`src/rtl/tetris_pkg.sv`:
```
// Shared definitions for the Tetris display path: painter FSM states,
// default cell/screen geometry and the RGB 3-3-3 colour width.
package tetris_pkg;

  typedef enum logic [1:0] {
    IDLE  = 2'd0,
    PAINT = 2'd1,
    DONE  = 2'd2
  } painter_state_t;

  localparam int CELL_W_DEFAULT = 64;
  localparam int CELL_H_DEFAULT = 24;
  localparam int SCR_W_DEFAULT  = 640;
  localparam int SCR_H_DEFAULT  = 480;
  localparam int COLOUR_W       = 9;

endpackage

```
`src/rtl/cell_painter.sv`:
```
// Paints one CELL_W x CELL_H rectangle into the frame buffer in raster order,
// skipping off-screen pixels and stalling on plot_ready back-pressure.
module cell_painter
  import tetris_pkg::*;
#(
  parameter int CELL_W = CELL_W_DEFAULT,
  parameter int CELL_H = CELL_H_DEFAULT,
  parameter int SCR_W  = SCR_W_DEFAULT,
  parameter int SCR_H  = SCR_H_DEFAULT
) (
  input  logic                CLOCK_50,
  input  logic                resetn,
  input  logic                start,
  input  logic [9:0]          x0,
  input  logic [8:0]          y0,
  input  logic [COLOUR_W-1:0] color,
  output logic                busy,
  output logic                done,
  output logic [9:0]          plot_x,
  output logic [8:0]          plot_y,
  output logic [COLOUR_W-1:0] plot_colour,
  output logic                plot_we,
  input  logic                plot_ready
);

  localparam int DX_W = (CELL_W > 1) ? $clog2(CELL_W) : 1;
  localparam int DY_W = (CELL_H > 1) ? $clog2(CELL_H) : 1;
  localparam logic [DX_W-1:0] DX_LAST = DX_W'(CELL_W - 1);
  localparam logic [DY_W-1:0] DY_LAST = DY_W'(CELL_H - 1);

  painter_state_t state, state_next;

  logic [DX_W-1:0]     dx;
  logic [DY_W-1:0]     dy;
  logic [9:0]          x0_l;
  logic [8:0]          y0_l;
  logic [COLOUR_W-1:0] color_l;
  logic [9:0]          last_x;
  logic [8:0]          last_y;
  logic [COLOUR_W-1:0] last_colour;

  logic [10:0] sum_x;
  logic [9:0]  sum_y;
  logic        in_bounds;
  logic        last_pixel;
  logic        load;
  logic        advance;

  // One extra bit so a cell hanging off the right/bottom edge is clipped
  // rather than wrapping around to the left/top of the screen.
  assign sum_x      = {1'b0, x0_l} + 11'(dx);
  assign sum_y      = {1'b0, y0_l} + 10'(dy);
  assign in_bounds  = (sum_x < 11'(SCR_W)) && (sum_y < 10'(SCR_H));
  assign last_pixel = (dx == DX_LAST) && (dy == DY_LAST);

  always_ff @(posedge CLOCK_50 or negedge resetn) begin
    if (!resetn) begin
      state       <= IDLE;
      dx          <= '0;
      dy          <= '0;
      x0_l        <= '0;
      y0_l        <= '0;
      color_l     <= '0;
      last_x      <= '0;
      last_y      <= '0;
      last_colour <= '0;
    end else begin
      state <= state_next;
      if (load) begin
        x0_l    <= x0;
        y0_l    <= y0;
        color_l <= color;
        dx      <= '0;
        dy      <= '0;
      end else if (advance) begin
        if (dx == DX_LAST) begin
          dx <= '0;
          dy <= (dy == DY_LAST) ? '0 : dy + DY_W'(1);
        end else begin
          dx <= dx + DX_W'(1);
        end
      end
      // Remember what was presented so the outputs hold once PAINT ends.
      if (state == PAINT) begin
        last_x      <= sum_x[9:0];
        last_y      <= sum_y[8:0];
        last_colour <= color_l;
      end
    end
  end

  always_comb begin
    state_next  = state;
    load        = 1'b0;
    advance     = 1'b0;
    busy        = 1'b0;
    done        = 1'b0;
    plot_we     = 1'b0;
    plot_x      = last_x;
    plot_y      = last_y;
    plot_colour = last_colour;

    unique case (state)
      IDLE: begin
        if (start) begin
          load       = 1'b1;
          state_next = PAINT;
        end
      end
      PAINT: begin
        busy        = 1'b1;
        plot_x      = sum_x[9:0];
        plot_y      = sum_y[8:0];
        plot_colour = color_l;
        plot_we     = in_bounds;
        advance     = plot_ready || !in_bounds;
        if (advance && last_pixel) begin
          state_next = DONE;
        end
      end
      DONE: begin
        done = 1'b1;
        if (start) begin
          load       = 1'b1;
          state_next = PAINT;
        end else begin
          state_next = IDLE;
        end
      end
      default: state_next = IDLE;
    endcase
  end

endmodule

```
`config.mk`:
```
export PLATFORM = sky130hd
export DESIGN_NAME = cell_painter
export DESIGN_NICKNAME = d
export VERILOG_FILES = /design/src/rtl/tetris_pkg.sv /design/src/rtl/cell_painter.sv
export SDC_FILE = /design/constraint.sdc
export NUM_CORES = 1
export LEC_CHECK = 0
export BUFFER_PORTS_ARGS = -buffer_cell sky130_fd_sc_hd__buf_4
export CAP_MARGIN = 20
export CORE_MARGIN = 3
export CORE_UTILIZATION = 30
export CTS_CLUSTER_DIAMETER = 120
export DETAILED_ROUTE_END_ITERATION = 8
export PLACE_DENSITY = 0.45
export SLEW_MARGIN = 20
export SYNTH_ARGS = -nofsm -noshare
export SYNTH_HDL_FRONTEND = slang
export SYNTH_SLANG_ARGS = --single-unit
export TNS_END_PERCENT = 20
```
`constraint.sdc`:
```
create_clock -name CLOCK_50 -period 4.4 [get_ports CLOCK_50]
set_input_delay 0.44 -clock CLOCK_50 [delete_from_list [all_inputs] [get_ports CLOCK_50]]
set_output_delay 0.44 -clock CLOCK_50 [all_outputs]
set_load 0.005 [all_outputs]
```
==> results by group, run 1 <==
Placement
  – Post-DP HPWL: 5420 microns
  – Total instance count after detailed placement: 561
  – Number of buffers inserted by port buffering: 62
  – Routability-driven placement congestion ratio: 0.695

Worst setup path
  – Worst-path cell chain: ha_1 -> fa_1 -> a211o_1 -> a211oi_2 -> nor4b_1 -> a41o_2 -> nor4_1 -> buf_4
  – Path length in cells of the critical path: 8
  – Launch instance of the worst register-to-register path: dx[0]
  – Worst reg2reg path depth: 9
  – Critical Path Start Type: flip-flop
  – FF-to-FF End: dx[3]
  – Category of the critical setup timing path: reg -> out
  – Critical path endpoint: plot_we
  – CP Max Fanout: 5
  – Library cell contributing the largest single delay on the critical path: fa_1
  – Critical Path End Type: output pin
  – Register-to-Register Setup Slack: 1.21 ns
  – Largest stage delay, worst path: 0.44 ns
  – CP bufs+invs: 1
  – Worst EP required: 3.96 ns
  – Worst Setup SP: dx[0]
  – Data arrival time of the critical path: 3.00 ns
  – Cell family contributing the most delay on the critical path: compound AO/OA/AOI/OAI gates

STA
  – Unrepaired setup endpoints after global routing: false
  – Clock skew: 0.00674 ns
  – Maximum frequency from static timing analysis: 0.290 GHz
  – Final Critical Period: 3.44 ns
  – Total negative slack: 0 ns
  – Period Utilization, post-route: 0.782
  – Transition time of the tightest slew-check pin: 0.901 ns
  – Hold Vio Cnt, Final: 0
  – Max Slew Vio Count: 0
  – Normalized max-slew margin: 0.400
  – Count of final setup violators: 0

Detailed routing
  – Total detailed-routing wirelength: 8060 microns
  – Initial DRT Pass Iterations: 4
  – Number of nets with antenna violations after routing: 0
  – Wire length per cell after detailed routing: 14.0 microns
  – # DRC: 0
  – Post-DR vias/cell: 4.67
  – Number of vias in the routed layout: 2695
  – Number of DRC markers in iteration 0: 58

Global routing
  – Total grt overflow: 0
  – Number of global-route vias before repair: 2854
  – Aggregate global-route resource usage: 0.138
  – Largest net degree at the start of global routing: 70
  – Initial antenna violation count: 0
  – Wire length of the first global-routing pass: 14100 microns

Floorplan
  – I/O pin total: 63
  – Starting utilization of the core area: 0.312
  – Area of the die: 12800 sq um
  – Die X: 113 microns
  – Site row count: 38
  – Core Area: 11000 sq um
  – Chip Height: 113 microns

Cells and area
  – Net count reported at finish: 479
  – Final antenna diode count: 0
  – Final core utilization: 0.394
  – Area Growth Syn to Fin: 26.3%
  – Proportion of layout cells with a drive suffix above 1: 0.222
  – Non-filler instance count after layout: 577

Clock network
  – Total number of H-tree levels: 3
  – Maximum root-to-sink buffer count: 2
  – CTS Root Cell: clkbuf_16
  – CTS tree: yes
  – CTS Sinks: 69
  – Worst-Skew Late Latency: 0.33 ns
  – Count of buffers added by post-CTS timing repair for setup: 0
  – Worst-path clk slew: 0.06 ns
  – Number of gates resized after cts: 0
  – Cts hold-fix bufs: 0
  – Num CTS Buffers: 9

Logic synthesis
  – Primary flip-flop cell chosen by synthesis mapping: dfrtp_1
  – Most frequent cell after synthesis: nand2_1
  – Area share of xor/xnor cells in the synthesized design: 0.0331
  – Simple-gate portion of the synthesized area: 0.246
  – Gate count after technology mapping: 372
  – Share of the synthesized area in the top cell type: 0.502
  – Most frequent cells after synthesis: nand2_1 (149), dfrtp_1 (69), o21ai_0 (17)
  – Mean area per synthesized cell: 9.24 sq um
  – Yosys warns: 0
  – Yosys cell types: 51
  – Post-synthesis compound-gate area fraction: 0.125
  – Dominant combinational cell family by area after synthesis: simple AND/OR/NAND/NOR gates
  – Share of synthesized area spent on multiplexers: 0.00582
  – EDFF count, synth: 0
  – FFs w/ async S/R, synth: 1.00
  – Adder and majority cell fraction of the synthesized area: 0.0590
  – Synthesized area: 3440 sq um
  – Biggest area consumer among synthesized cells: dfrtp_1
  – Post-synthesis register bit count: 69
  – Share of synthesized area occupied by flip-flops and latches: 0.502
  – Net count of the mapped netlist: 419
  – Main area contributors after synthesis: dfrtp_1 (50%), nand2_1 (16%), ha_1 (4.7%), o21ai_0 (2.5%), nand3_1 (1.9%)

Hold path
  – Class of the tightest hold or removal check: in -> async

Power
  – Leakage Power: 0.00215 uW
  – Total power: 2480 uW
  – Power per cell area: 572 nW/um^2
  – Worst-case vdd ir drop: 0.303 mV

Flow run
  – Total of max-cap violations: 0

Status
  – Run status: finished, final reports clean
==> layout make-up <==
class | count | area, sq um
clock buffers | 10 | 229
clock inverters | 6 | 111
fillers | 1167 | 6690
inverters | 1 | 3.75
multi-input cells | 287 | 1620
flip-flops and latches | 69 | 1730
well taps | 140 | 175
repair buffers | 64 | 480
==> state kept, by name, indices dropped and copies added (netlist names) <==
register and count:
state 2, y0_l 9, last_y 9, last_x 10, x0_l 10, dx 6
dy 5, color_l 9, last_colour 9
==> power by group <==
group,internal (uW),total (uW),switching [uW],leakage (uW)
Sequential,812,929,116,0.000867
Combinational,358,722,364,0.00112
Clock,554,831,277,0.000163
Total,1720,2480,758,0.00215
==> per-stage QoR <==
step / setup slack, ns / hold WS [ns] / area (sq um)
finish: 0.958 / 0.240 / 4340
global placement: 1.29 / 0.455 / 4000
CTS: 0.941 / 0.276 / 4340
floorplan: 1.62 / 0.144 / 3440
global route: 0.779 / 0.285 / 4340
detailed placement: 1.23 / 0.459 / 4000
==> layer usage <==
layer  share of wire  GRT usage  wire, microns
met1            0.50      0.187           4000
met2            0.44      0.205           3530
met3           0.050     0.0460            403
met4           0.016     0.0497            129
met5               0          0              0
==> layout by cell type (no fill, tap or decap), types with 2 or more instances in the layout <==
cell / Yosys / routed
xnor2_1: 7 / 7
nand3_1: 13 / 13
o31ai_1: 5 / 5
a211oi_1: 4 / 4
o211ai_1: 2 / 2
o21a_1: 2 / 2
a41o_2: 2 / 2
bufinv_16: 0 / 3
nor3_1: 3 / 3
nand2b_1: 2 / 2
o21ai_0: 17 / 17
fa_1: 2 / 2
nand4_1: 3 / 3
nand2_1: 149 / 149
xor2_1: 6 / 6
o21ai_2: 2 / 2
clkbuf_16: 0 / 9
o21ai_1: 2 / 2
ha_1: 13 / 13
buf_4: 0 / 64
a21o_1: 3 / 3
nor2b_1: 5 / 4
or4_1: 2 / 2
a21oi_1: 8 / 8
mux2i_1: 2 / 2
or2_2: 3 / 3
dfrtp_1: 69 / 69
nor2_1: 9 / 9
==> worst min path at each step <==
| stage | endpoint | start | slack [ns] |
|---|---|---|---|
| 2_1_floorplan | color_l[0] | resetn | 0.14 |
| 3_3_place_gp | last_colour[5] | last_colour[5] | 0.46 |
| 3_5_place_dp | last_colour[5] | last_colour[5] | 0.46 |
| 4_1_cts | color_l[0] | resetn | 0.28 |
| 5_1_grt | x0_l[3] | x0[3] | 0.28 |
| 6_report | color_l[2] | resetn | 0.24 |
==> logic make-up after synthesis <==
group           Yosys count
flops                    69
compound gates           59
fa+ha+maj                15
buf+inv                  16
xor+xnor                 13
mux                       2
simple gates            198
Note: power is estimated with default switching activity, not from simulation.
==> inputs of run 2 (changes only) <==
ABC_AREA = 1   (was not set)
clock period = 3.5 ns   (was 4.4 ns; I/O delays follow)
==> run 2 against run 1 <==
Sequential share of layout area is 0.87 points lower. Via count increased by 12%. First-iteration DRC count increased to 3.0 times the previous value. Clock skew grew 0.00095 ns. Non-clock buffer count up 2. Synthesized area up 3.5%. Largest power group unchanged. Cell count up 15%. Clock-buffer cell count up 3. Wire length grew 8.6%. Critical path type unchanged. Total power up 36%. Register-to-register slack worse by 0.22 ns.
==> results by group, run 2 <==
Status
  – Run status: finished, final reports clean

Floorplan
  – I/O pin total: 63 (unchanged)
  – Die X: 115 microns (+1.6%)
  – Area of the die: 13200 sq um (+3.3%)
  – Starting utilization of the core area: 0.309 (-0.00271)
  – Chip Height: 115 microns (+1.6%)
  – Site row count: 39 (+2.6%)
  – Core Area: 11500 sq um (+4.4%)

STA
  – Period Utilization, post-route: 0.788
  – Hold_ws: 0.135 ns (-0.105 ns)
  – Total negative slack: 0 ns (unchanged)
  – Count of final setup violators: 0 (unchanged)
  – Transition time of the tightest slew-check pin: 0.898 ns (-0.00230 ns)
  – Maximum frequency from static timing analysis: 0.363 GHz
  – Final Critical Period: 2.76 ns
  – Max Slew Vio Count: 0 (unchanged)
  – Final worst setup slack: 0.742 ns (-0.216 ns)
  – Normalized max-slew margin: 0.401 (+0.00154)
  – Hold Vio Cnt, Final: 0 (unchanged)
  – Clock skew: 0.00769 ns (+0.000946 ns)
  – Unrepaired setup endpoints after global routing: false

Logic synthesis
  – EDFF count, synth: 0 (unchanged)
  – Yosys warns: 0 (unchanged)
  – Most frequent cells after synthesis: nand2_1 (199), dfrtp_1 (69), inv_1 (34)
  – FFs w/ async S/R, synth: 1.00 (unchanged)
  – Net count of the mapped netlist: 500 (+19%)
  – Main area contributors after synthesis: dfrtp_1 (49%), nand2_1 (21%), ha_1 (4.6%), inv_1 (3.6%), o21ai_0 (3.4%)
  – Primary flip-flop cell chosen by synthesis mapping: dfrtp_1
  – Mean area per synthesized cell: 7.86 sq um (-15%)
  – Post-synthesis register bit count: 69 (unchanged)
  – Gate count after technology mapping: 453 (+22%)
  – Biggest area consumer among synthesized cells: dfrtp_1
  – Synthesized area: 3560 sq um (+3.5%)
  – Share of synthesized area occupied by flip-flops and latches: 0.485 (-0.0170)
  – Yosys cell types: 33 (-35%)
  – Share of the synthesized area in the top cell type: 0.485 (-0.0170)
  – Most frequent cell after synthesis: nand2_1

Clock network
  – Count of buffers added by post-CTS timing repair for setup: 0 (unchanged)
  – Worst-path clk slew: 0.05 ns (about the same)
  – Worst-Skew Late Latency: 0.33 ns (about the same)
  – Number of gates resized after cts: 0 (unchanged)
  – Cts hold-fix bufs: 0 (unchanged)
  – Num CTS Buffers: 9 (unchanged)
  – CTS tree: yes
  – CTS Root Cell: clkbuf_16
  – Maximum root-to-sink buffer count: 2 (unchanged)
  – Total number of H-tree levels: 3 (unchanged)
  – CTS Sinks: 69 (unchanged)

Detailed routing
  – Wire length per cell after detailed routing: 13.2 microns (-5.6%)
  – # DRC: 0 (unchanged)
  – Post-DR vias/cell: 4.56 (-2.4%)
  – Total detailed-routing wirelength: 8760 microns (+8.6%)
  – Initial DRT Pass Iterations: 4 (unchanged)
  – Number of vias in the routed layout: 3028 (+12%)
  – Number of DRC markers in iteration 0: 175 (+200%)
  – Number of nets with antenna violations after routing: 0 (unchanged)

Worst setup path
  – CP Max Fanout: 5 (unchanged)
  – Category of the critical setup timing path: reg -> out
  – Data arrival time of the critical path: 2.41 ns (-0.59 ns)
  – Worst-path cell chain: ha_1 -> fa_1 -> nand2_1 -> nand2_1 -> and2_1 -> nand2_1 -> nand2_1 -> nand2_1 -> nand2_1 -> nand3_2 -> nand3_1 -> nor2_1 -> buf_4
  – Largest stage delay, worst path: 0.42 ns (-0.02 ns)
  – Worst EP required: 3.15 ns (-0.81 ns)
  – CP bufs+invs: 1 (unchanged)
  – Cell family contributing the most delay on the critical path: simple AND/OR/NAND/NOR gates
  – Cell with the most instances on the worst path: nand2_1
  – Critical Path End Type: output pin
  – Critical Path Start Type: flip-flop
  – Library cell contributing the largest single delay on the critical path: dfrtp_1

Power
  – Worst-case vdd ir drop: 0.373 mV (+23%)
  – Leakage Power: 0.00238 uW (+11%)
  – Power per cell area: 761 nW/um^2 (+33%)

Global routing
  – Initial antenna violation count: 0 (unchanged)
  – Total grt overflow: 0 (unchanged)
  – Number of global-route vias before repair: 3042 (+6.6%)
  – Largest net degree at the start of global routing: 70 (unchanged)
  – Wire length of the first global-routing pass: 14800 microns (+5.0%)
  – Aggregate global-route resource usage: 0.142 (+0.00464)

Placement
  – Post-DP HPWL: 5960 microns (+10%)
  – Pre-CTS setup slack: 0.986 ns (-0.248 ns)
  – Routability-driven placement congestion ratio: 0.812 (+17%)
  – Number of buffers inserted by port buffering: 62 (unchanged)

Hold path
  – Class of the tightest hold or removal check: in -> async

Cells and area
  – Final antenna diode count: 0 (unchanged)
  – Area Growth Syn to Fin: 24.8%
  – Most used cells in the layout excluding fill and tap cells: nand2_1 (199), dfrtp_1 (69), buf_4 (66), inv_1 (34), nor2_1 (25)
  – Commonest non-fill, non-tap cell in the layout: nand2_1
  – Net count reported at finish: 564 (+18%)
  – Proportion of layout cells with a drive suffix above 1: 0.186 (-0.0358)
  – Largest registers in the final layout: last_x: 10 flops, x0_l: 10 flops
  – Final core utilization: 0.385 (-0.00812)

Flow run
  – Total of max-cap violations: 0 (unchanged)
==> run 2: cell count changes after synthesis, moves of 3 or more <==
| cell | change |
|---|---|
| a21oi_1 | -4 |
| a31oi_1 | +5 |
| xnor2_1 | -6 |
| nand2_2 | +7 |
| nor2_1 | +17 |
| a211oi_1 | -4 |
| nand2_1 | +50 |
| nand3_1 | +9 |
| inv_1 | +34 |
| o31ai_1 | -5 |
| o21ai_0 | +7 |
| nor2b_1 | -5 |
| a21o_1 | -3 |
==> run 2: final timing paths <==
check                      slack, ns           start              to  cells past startpoint
min reg2reg                     0.47  last_colour[4]  last_colour[4]                      2
max in group asynchronous       2.77          resetn           dy[1]                      1
max reg2reg                     0.99           dy[0]           dy[1]                     15
min in group CLOCK_50           0.20           x0[4]         x0_l[4]                      3
max                             0.74           dy[0]         plot_we                     13
min                             0.14          resetn  last_colour[8]                      1
==> run 2: kinds of logic (layout without fill, tap and decap cells) <==
| kind of cell | Yosys count | in the layout | synth area share |
|---|---|---|---|
| AOI/OAI and AO/OA | 39 | 39 | 0.0629 |
| xor gates and xnor gates | 6 | 6 | 0.0148 |
| adders and majority gates | 15 | 15 | 0.0570 |
| buffers and inverters | 48 | 116 | 0.0527 |
| DFF | 69 | 69 | 0.485 |
| and+or+nand+nor | 276 | 276 | 0.327 |
==> run 2: layout make-up <==
class	instances	area, sq um
Clock buffer	13	250
Clock inverter	2	10.0
Fill cell	1239	7080
Inverter	35	131
Multi-Input combinational cell	336	1650
Sequential cell	69	1730
Tap cell	143	179
Timing Repair Buffer	66	495
==> run 2: per-layer routing <==
metal  vias to the layer above  wire length, microns  global-route usage
met5                         -                     0                   0
met4                         0                   138              0.0469
met3                        13                   422              0.0353
met2                        58                  3860               0.225
met1                      1396                  4330               0.191
li1                       1561                     -                   -
==> run 2: power breakdown <==
| group | leakage [uW] | switching, uW | internal, uW |
|---|---|---|---|
| Sequential | 0.000861 | 187 | 1090 |
| Combinational | 0.00139 | 689 | 591 |
| Clock | 0.000129 | 327 | 493 |
==> run 2: per-stage QoR <==
stage	cells	total power, uW	area [sq um]
final	664	3380	4440
after global routing	664	3680	4440
after CTS	664	3440	4440
after detailed placement	649	2590	4180
after global placement	649	2590	4180
after floorplan	453	2030	3560
